File: src/rtl/counter_pkg.sv
`default_nettype none
// ============================================================================
// Module      : counter_pkg
// Description : Shared encodings for the modulo counter: FSM states, counting
//               mode and counting direction.
// Revision    : 1.0 - initial release
// ============================================================================
package counter_pkg;

    // FSM state encodings
    localparam logic [0:0] ST_RUN       = 1'b0;
    localparam logic [0:0] ST_HOLD      = 1'b1;

    // Terminal behaviour: wrap around or stop (one-shot)
    localparam logic       MODE_WRAP    = 1'b0;
    localparam logic       MODE_ONESHOT = 1'b1;

    // Counting direction
    localparam logic       DIR_DOWN     = 1'b0;
    localparam logic       DIR_UP       = 1'b1;

endpackage : counter_pkg
`default_nettype wire

File: src/rtl/clk_prescaler.sv
`default_nettype none
// ============================================================================
// Module      : clk_prescaler
// Description : Enable divider. Produces a tick on every PRESCALE-th cycle
//               with e=1. The tick is combinational from the current divider
//               value and e, so the consumer steps in the same cycle the
//               PRESCALE-th enable is seen. clr restarts the interval.
// Revision    : 1.0 - initial release
// ============================================================================
module clk_prescaler #(
    parameter int PRESCALE = 4
) (
    input  logic clk,
    input  logic r,
    input  logic clr,
    input  logic e,
    output logic tick
);

    localparam int         CW     = (PRESCALE > 1) ? $clog2(PRESCALE) : 1;
    localparam logic [CW-1:0] c_LAST = CW'(PRESCALE - 1);

    logic [CW-1:0] r_cnt;
    logic          w_tick;

    if (PRESCALE < 1) begin : g_bad_prescale
        $error("clk_prescaler: PRESCALE must be >= 1");
    end

    assign w_tick = e && (r_cnt == c_LAST);
    assign tick   = w_tick;

    // Divider count: cleared by reset, clear or tick; advances on enable
    always_ff @(posedge clk) begin
        if (r || clr || w_tick) begin
            r_cnt <= '0;
        end else if (e) begin
            r_cnt <= r_cnt + 1'b1;
        end
    end

endmodule : clk_prescaler
`default_nettype wire

File: src/rtl/mod_counter.sv
`default_nettype none
// ============================================================================
// Module      : mod_counter
// Description : Parametrised modulo counter with up/down direction, runtime
//               inclusive limit, clamped synchronous load and wrap/one-shot
//               terminal behaviour. tc is a one-cycle registered pulse after a
//               terminal step; done is a registered level while in HOLD.
//               Optional macro MOD_COUNTER_PRESCALE_EN: a step occurs only on
//               every PRESCALE-th enabled RUN cycle.
// Revision    : 1.0 - initial release
// ============================================================================
module mod_counter
    import counter_pkg::*;
#(
    parameter int WIDTH    = 4,
    parameter int PRESCALE = 4
) (
    input  logic             clk,
    input  logic             r,
    input  logic             e,
    input  logic             ld,
    input  logic             up,
    input  logic             mode,
    input  logic [WIDTH-1:0] data,
    input  logic [WIDTH-1:0] limit,
    output logic [WIDTH-1:0] count,
    output logic             tc,
    output logic             done
);

    logic [0:0]       r_state;
    logic [WIDTH-1:0] r_count;
    logic             r_tc;
    logic             r_done;

    logic             w_run_en;
    logic             w_tick;
    logic             w_step;
    logic             w_terminal;
    logic [WIDTH-1:0] w_load_val;
    logic [WIDTH-1:0] w_wrap_val;
    logic [WIDTH-1:0] w_next_val;

    // Enable as seen while counting; HOLD freezes the prescaler too
    assign w_run_en = e && (r_state == ST_RUN);

`ifdef MOD_COUNTER_PRESCALE_EN
    clk_prescaler #(
        .PRESCALE (PRESCALE)
    ) u_prescaler (
        .clk  (clk),
        .r    (r),
        .clr  (ld),
        .e    (w_run_en),
        .tick (w_tick)
    );
`else
    if (PRESCALE < 1) begin : g_bad_prescale
        $error("mod_counter: PRESCALE must be >= 1");
    end
    assign w_tick = 1'b1;
`endif

    // Step qualification, terminal detection and candidate next values
    always_comb begin
        w_step     = w_run_en && w_tick;
        w_terminal = (up == DIR_UP) ? (r_count >= limit) : (r_count == '0);
        w_load_val = (data > limit) ? limit : data;
        w_wrap_val = (up == DIR_UP) ? '0 : limit;
        w_next_val = (up == DIR_UP) ? (r_count + 1'b1) : (r_count - 1'b1);
    end

    // State register, count register and tc/done output registers
    always_ff @(posedge clk) begin
        if (r) begin
            r_state <= ST_RUN;
            r_count <= '0;
            r_tc    <= 1'b0;
            r_done  <= 1'b0;
        end else if (ld) begin
            r_state <= ST_RUN;
            r_count <= w_load_val;
            r_tc    <= 1'b0;
            r_done  <= 1'b0;
        end else if (r_state == ST_HOLD) begin
            r_tc    <= 1'b0;
            r_done  <= 1'b1;
        end else if (w_step) begin
            if (w_terminal) begin
                r_tc <= 1'b1;
                if (mode == MODE_ONESHOT) begin
                    r_state <= ST_HOLD;
                    r_done  <= 1'b1;
                end else begin
                    r_count <= w_wrap_val;
                end
            end else begin
                r_count <= w_next_val;
                r_tc    <= 1'b0;
            end
        end else begin
            r_tc <= 1'b0;
        end
    end

    assign count = r_count;
    assign tc    = r_tc;
    assign done  = r_done;

endmodule : mod_counter
`default_nettype wire
File: config.mk
export PLATFORM = sky130hd
export DESIGN_NAME = mod_counter
export DESIGN_NICKNAME = d
export VERILOG_FILES = /design/src/rtl/counter_pkg.sv /design/src/rtl/clk_prescaler.sv /design/src/rtl/mod_counter.sv
export SDC_FILE = /design/constraint.sdc
export NUM_CORES = 1
export LEC_CHECK = 0
export ABC_AREA = 1
export CAP_MARGIN = 20
export CORE_MARGIN = 2
export CORE_UTILIZATION = 48
export CTS_CLUSTER_DIAMETER = 120
export DETAILED_ROUTE_END_ITERATION = 6
export GPL_TIMING_DRIVEN = 0
export PLACE_DENSITY = 0.79
export SETUP_SLACK_MARGIN = 0.5
export SKIP_LAST_GASP = 1
export SLEW_MARGIN = 40
export SYNTH_ARGS = -nofsm -noshare
export SYNTH_HDL_FRONTEND = slang
export SYNTH_SLANG_ARGS = --single-unit
File: constraint.sdc
create_clock -name clk -period 1.8 [get_ports clk]
set_input_delay 0.36 -clock clk [delete_from_list [all_inputs] [get_ports clk]]
set_output_delay 0.36 -clock clk [all_outputs]
set_load 0.005 [all_outputs]
**Word-level counts from Yosys, hierarchy flattened**

Index checks and enable logic that the tools add are counted.

- Add/sub/neg operators: 2
- Magnitude comparators: 2
- Equal/unequal tests: 2
- Multiplexer cells: 18
- Bitwise logic cells: 2
- Reduce and logical (&&, ||, !) cells: 10

Operator list:

| kind | number |
|---|---|
| 4-bit 2-to-1 mux | 8 |
| 1-bit 2-to-1 mux | 10 |
| 2-bit nonzero test | 4 |
| 3-bit AND reduction | 2 |
| 4-bit by 1-bit adder with 4-bit output (second input constant) | 1 |
| 4-bit greater-or-equal comparator | 1 |
| 4-bit > comparator | 1 |
| 4-bit logical NOT | 1 |
| 4-bit OR reduction | 1 |
| 4-bit by 1-bit subtractor with 4-bit output (second input constant) | 1 |
| 3-bit inequality test (second input constant) | 1 |
| 2-bit inequality test (second input constant) | 1 |
| 1-bit inverter | 2 |
| 2-bit OR reduction | 1 |
| 1-bit logical AND | 1 |

- Bits in registers: 7
- Input port bits: 14
- Output and inout port bits: 6
- Word-level logic and storage cells: 40

**Logic depth before layout (Yosys ltp)**

Gate-level depths: netlist (run 1).

- Depth in word-level cells: 6
- Mapped depth: 14
- Depth with buffers taken out: 14

**Worst setup path after synthesis (run 1)**

No wires, ideal clock.

- Kind: register to register
- Start point: reg r_count[0], in the netlist count[0]
- End point: reg r_count[2], in the netlist count[2]
- Setup time: 0.109 ns
- Arrival time: 1.391 ns
- Required time: 1.691 ns
- Slack: 0.301 ns
- Stages on the path, launching flop included: 13
- Path buffers: 0
- Period minus slack after synthesis: 1.499 ns
- Path through: dfxtp_1 > inv_2 > ha_1 > nand2_1 > inv_1 > nand2_1 > nand4_1 > nand3_1 > nand2_1 > nor2_1 > nand2_1 > nand2_1 > inv_1

- Word-level cells in the longest chain between the ends: 6
- Elaborated cells on any way between the ends: 12
- Those cells by class: 2 x add/sub; 1 x order compare; 1 x eq/ne; 6 x mux; 2 x reduce/logical

RTL lines:

| item | line | RTL |
|---|---|---|
| start, declared | mod_counter.sv:32 | `logic [WIDTH-1:0] r_count;` |
| start signal, assigned | mod_counter.sv:82 | `r_count <= w_load_val;` |
| start signal, assigned | mod_counter.sv:95 | `r_count <= w_wrap_val;` |
| start signal, assigned | mod_counter.sv:98 | `r_count <= w_next_val;` |
| 4-bit by 1-bit subtractor with 4-bit output, or another cell as far along | mod_counter.sv:70 | `w_next_val = (up == DIR_UP) ? (r_count + 1'b1) : (r_count - 1'b1);` |
| 4-bit 2-to-1 mux / 1-bit 2-to-1 mux (equally long branches) | mod_counter.sv:70, mod_counter.sv:67 |  |
| 4-bit 2-to-1 mux | mod_counter.sv:89 | `if (w_terminal) begin` |
| 4-bit 2-to-1 mux | mod_counter.sv:88 | `end else if (w_step) begin` |
| 4-bit 2-to-1 mux | mod_counter.sv:85 | `end else if (r_state == ST_HOLD) begin` |
| 4-bit 2-to-1 mux | mod_counter.sv:80 | `end else if (ld) begin` |

Several ways; a longest one is shown, not always the timed one. The select of a mux whose other input is x is not followed.
A chain may end at the register's enable or synchronous reset.

**Worst setup path in the final report (run 1)**

- Start point: reg r_count[1], in the netlist count[1]
- End point: reg r_count[2], in the netlist count[2]

Same word-level chain as after synthesis.

==> impl_metrics.yaml, run 1 <==
route:
  vias: 1063
  drc: 0
  finalWirelength_mm: 3.15
  viasPerCell: 5.87
  drt-wirelength-per-cell_microns: 17.4
  drtIter0Drc: 40
  drt_first_pass_iters: 4
  antenna_left: 0
sta:
  finalWorstSetupSlack_ps: 258
  finalHoldViolCount: 0
  rsz0062_at_grt: "yes"
  setup_viol: 0
  fin_crit_sh_pct: 85.7
  drv_slew: 0
  fmax_ghz: 0.649
  tightest_slew_ps: 223
  max_slew_margin_pct: 85.1
  fin_crit_ps: 1540
  fin_skew_ps: 10.0
pwr:
  powerDensity_nw_per_um2: 675
  ir_drop_mv: 0.514
  leakagePower_nw: 0.682
  total_power_uw: 941
global_route:
  gr-total-overflow: 0
  grt_antenna_before_repair: 0
  grt_use_total_pct: 26.8
  grt_pass1_wl_mm: 3.81
  grt_pass1_vias: 933
  grt_start_max_net_pins: 10
place:
  place_hpwl_mm: 1.59
  gp_congestion: 0.816
  numPortBuffers: 18
  dpl_worst_slack_ps: -436
  placed_cell_area_sq_um: 1090
worst_setup_path:
  crit_fanout: 5
  cp-end-kind: "flip-flop"
  rr_endpoint: "count[2]"
  rrSetupSlack_ps: 260
  reg2reg_from: "count[1]"
  timing_worst_setup_path_type: "reg -> reg"
  startpoint_type: "flip-flop"
  crit_arrival_ps: 1700
  worstRegToRegCells: 12
  required_ps: 1960
clocking:
  cts_tree: "yes"
  clkTransAtPathRegs_ps: 60
  cts_made_buffers: 3
  clock_sinks: 7
  root_buffer: "clkbuf_4"
  cts_buffer_depth: 2
  htree_levels: 1
  holdBufCountCts: 0
  clock_latency_ps: 270
final_layout:
  fin_util_pct: 91.5
  mostFrequentLayoutCells: "30 x nand2_1, 16 x inv_1, 11 x nand2_2, 11 x nand3_2, 10 x buf_4"
  insertedDiodeCount: 0
  syn_to_final_growth_pct: 78.2
  mostFrequentLayoutCell: "nand2_1"
  design_area_sq_um: 1390
  nets: 191
  final_layout_size_suffix_gt1_share_pct: 52.7
  n_fill_cell: 65
synthesis:
  ys_ff_latch: 7
  yosys_warnings: 0
  netlist_area_sq_um: 782
  synthDistinctLibCells: 17
  syn-instance-count: 131
  syn_nets: 156
  ys_seq_area_share_pct: 17.9
  syn_area_per_cell_sq_um: 5.97
die:
  start_util_pct: 51.3
  io_pins: 20
  die_area_sq_um: 1970
  dieWidth_microns: 44.4
  coreArea_sq_um: 1520
  rows: 14
  fp.dieH_microns: 44.4
hold_path:
  worstHoldStart: "ld"
  whs_endpoint: "count[0]"
  whs_path_depth: 4
  holdCritPathClass: "in -> reg"
flow_run:
  drv_cap: 0
run_status:
  outcome: "finished clean"
worst max-delay path, stage by stage, from the launching register on:
cell	delay [ps]
dfxtp_4	360
ha_4	270
nand2_1	50
nand2_1	90
nand2_2	70
nand3_2	120
nand2_4	90
nand3_1	90
nand2_1	70
nand2_1	50
nand2_1	50
nand2_1	60
inv_1	30
Yosys cell counts:
| cell type | instances | area share [%] |
|---|---|---|
| nand2_1 | 44 | 21 |
| inv_1 | 22 | 11 |
| nand3_1 | 15 | 9.6 |
| a21oi_1 | 12 | 7.7 |
| ha_1 | 10 | 16 |
| nor2_1 | 8 | 3.8 |
| dfxtp_1 | 7 | 18 |
| inv_2 | 4 | 1.9 |
| a31oi_1 | 1 | 0.80 |
| buf_6 | 1 | 1.4 |
| fa_1 | 1 | 2.6 |
| nand3_2 | 1 | 1.3 |
| nand4_1 | 1 | 0.80 |
| nand4_2 | 1 | 1.6 |
| nor2_2 | 1 | 0.80 |
| nor3b_1 | 1 | 0.96 |
| xor2_1 | 1 | 1.1 |
routing by layer:
metal | wire, microns | global-route usage, %
met5 | 0 | 0
met4 | 112 | 6.67
met3 | 132 | 7.76
met2 | 1630 | 46.2
met1 | 1270 | 32.6
worst max path at each step:
stage | depth (start not counted) | start | end
after detailed placement | 13 | up | count[3]
after CTS | 12 | count[3] | count[3]
after global placement | 14 | limit[3] | count[3]
after floorplan | 13 | limit[3] | count[3]
final | 12 | count[1] | count[2]
after global routing | 12 | count[1] | count[3]
state kept, by name, indices dropped and copies added, names as in the netlist:
signal and cells:
r_state 1, tc 1, done 1, count 4
metrics by stage:
step                hold WS, ps  instances  TNS (ps)
floorplan                   453        131         0
global placement            466        165     -2210
detailed placement          494        165     -2490
CTS                         456        176         0
global route                457        181         0
finish                      440        181         0
final cells by class:
type                    count  area, sq um  share of cell area, %
clock buffers               4         26.3                   1.89
inverters                  26          115                   8.26
well taps                  16         20.0                   1.44
multi-input cells          97          817                   58.6
repair buffers             30          249                   17.9
flip-flops and latches      7          155                   11.1
plain buffers               1         11.3                  0.808
cells by family after synthesis:
logic type	share of synthesized area (%)
buffers and inverters	13.9
flip-flops	17.9
XOR/XNOR	1.12
AND/OR/NAND/NOR	40.0
AO/OA/AOI/OAI	8.48
adder cells (fa/ha/maj)	18.6
power breakdown:
group          internal, mW  switching (mW)
registers             0.176          0.0204
logic                 0.261           0.329
clock network        0.0853          0.0691
total                 0.522           0.418
timing repair:
| item | CTS | global route |
|---|---|---|
| setup buffers | 7 | 5 |
| setup endpoints to repair | 13 | 7 |
| resized for setup | 68 | 22 |
| pin swaps | 22 | 16 |
Power figures use the tool's default switching activity.
==> run 2: changes to the inputs <==
CORE_MARGIN = default   (was 2)
==> run 2 against run 1 <==
Clock skew fell by 5.8 ps. Sequential cell count did not move. Total power fell by 7.7%. Via count fell by 7.8%. Routed wire length fell by 17%. Critical path depth did not move. Largest cell class unchanged. Highest routed layer unchanged.
==> impl_metrics.yaml, run 2 (synthesis gave the netlist of run 1 again) <==
run_status:
  outcome: "finished clean"
worst_setup_path:
  startpoint_type: "flip-flop"
  cp-end-kind: "flip-flop"
  rrSetupSlack_ps: 250
  timing_worst_setup_path_type: "reg -> reg"
  crit_path_end: "count[2]"
  cp_slowest_cell: "dfxtp_4"
  worstRegToRegCells: 12
  required_ps: 1960
  crit_arrival_ps: 1710
  path_common_cell: "nand2_1"
  rr_endpoint: "count[2]"
  worstPathCellList: "inv_2 > ha_4 > nand2_1 > inv_1 > nand2_2 > nand4_1 > nand3_2 > nand2_4 > nor2_1 > nand2_1 > nand2_1 > inv_1"
  critical_path.startpoint: "count[0]"
  reg2reg_from: "count[0]"
  crit_fanout: 8
  slowest_delay_ps: 350
sta:
  setup_viol: 0
  rsz0062_at_grt: "yes"
  finalHoldViolCount: 0
  fin_crit_ps: 1550
  fin_skew_ps: 4.18
  fin_crit_sh_pct: 86.3
  fmax_ghz: 0.643
  drv_slew: 0
  max_slew_margin_pct: 88.0
  tightest_slew_ps: 180
final_layout:
  finalNonFillerCells: 180
  mostFrequentLayoutCells: "34 x nand2_1, 17 x inv_1, 9 x buf_4"
  final_layout_size_suffix_gt1_share_pct: 44.5
  nets: 190
  mostFrequentLayoutCell: "nand2_1"
  design_area_sq_um: 1340
  multi_input_area_sq_um: 768
  insertedDiodeCount: 0
  largest_reg_flops: 4
  n_fill_cell: 82
  syn_to_final_growth_pct: 71.5
  seq_area_sq_um: 155
clocking:
  clock_sinks: 7
  root_buffer: "clkbuf_4"
  htree_levels: 1
  cts_made_buffers: 3
  holdBufCountCts: 0
  cts_buffer_depth: 2
  cts_tree: "yes"
  clock_latency_ps: 260
  clkTransAtPathRegs_ps: 50
die:
  start_util_pct: 51.9
  rows: 14
  die_area_sq_um: 1790
  fp.dieH_microns: 42.4
  coreArea_sq_um: 1510
  dieWidth_microns: 42.4
  io_pins: 20
global_route:
  grt_pass1_vias: 931
  grt_start_max_net_pins: 10
  grt_use_met1_pct: 32.7
  grt_pass1_wl_mm: 3.73
  use_met2_pct: 46.8
  grtUsageMet3_pct: 8.62
  grt_antenna_before_repair: 0
  grt_use_total_pct: 27.3
  gr-total-overflow: 0
  busiest_layer: "met2"
pwr:
  leakagePower_nw: 0.668
  powerDensity_nw_per_um2: 648
  ir_drop_mv: 0.573
  total_power_uw: 869
place:
  numPortBuffers: 18
  place_hpwl_mm: 1.53
  gp_congestion: 0.815
  placed_cell_area_sq_um: 1090
  place_inst: 165
route:
  vias: 980
  antenna_left: 0
  viasPerCell: 5.44
  drc: 0
  drtIter0Drc: 20
  drt_first_pass_iters: 4
  finalWirelength_mm: 2.62
  drt-wirelength-per-cell_microns: 14.6
flow_run:
  drv_cap: 0
hold_path:
  holdCritPathClass: "in -> reg"
==> run 2: layout make-up <==
class / count / area share, %
Buffer: 1 / 0.840
Clock buffer: 4 / 1.96
Inverter: 26 / 8.40
Multi-Input combinational cell: 97 / 57.3
Sequential cell: 7 / 11.6
Tap cell: 16 / 1.49
Timing Repair Buffer: 29 / 18.5
==> run 2: power by group <==
part           switching [mW]  total [mW]  internal [mW]
clock                  0.0637       0.149         0.0849
combinational           0.286       0.526          0.240
sequential             0.0183       0.194          0.176
total                   0.368       0.869          0.501
==> run 2: metrics by stage <==
| stage | hold slack [ps] | TNS [ps] | worst slack, ps | util [%] |
|---|---|---|---|---|
| finish | 465 | 0 | 246 | 89.0 |
| CTS | 451 | 0 | 321 | 83.1 |
| global route | 480 | 0 | 149 | 89.0 |
| floorplan | 453 | 0 | 389 | - |
| global placement | 454 | -2210 | -388 | 72.4 |
| detailed placement | 473 | -2300 | -401 | 72.4 |
==> run 2: layer usage <==
layer | vias up | wire length [microns]
li1 | 482 | -
met1 | 458 | 1060
met2 | 32 | 1370
met3 | 8 | 151
met4 | 0 | 38
met5 | - | 0
==> run 2: critical path, delay by kind of cell (launching register included) <==
kind / cells / cell delay (ps)
and+or+nand+nor: 8 / 720
DFF: 1 / 350
adders and majority gates: 1 / 200
buffers and inverters: 3 / 160
==> run 2: worst min-delay path by stage <==
stage / startpoint / end / slack, ps / cells after the start
floorplan: r_state / r_state / 450 / 2
global placement: done / done / 450 / 2
detailed placement: done / done / 470 / 2
CTS: ld / tc / 450 / 4
global route: ld / count[1] / 480 / 4
finish: ld / count[1] / 470 / 4
==> run 2: what timing repair did <==
item,4_1_cts,5_1_grt
gates resized for setup,55,18
setup buffers,7,4
pin swaps,11,8
endpoints found under the setup margin,13,8
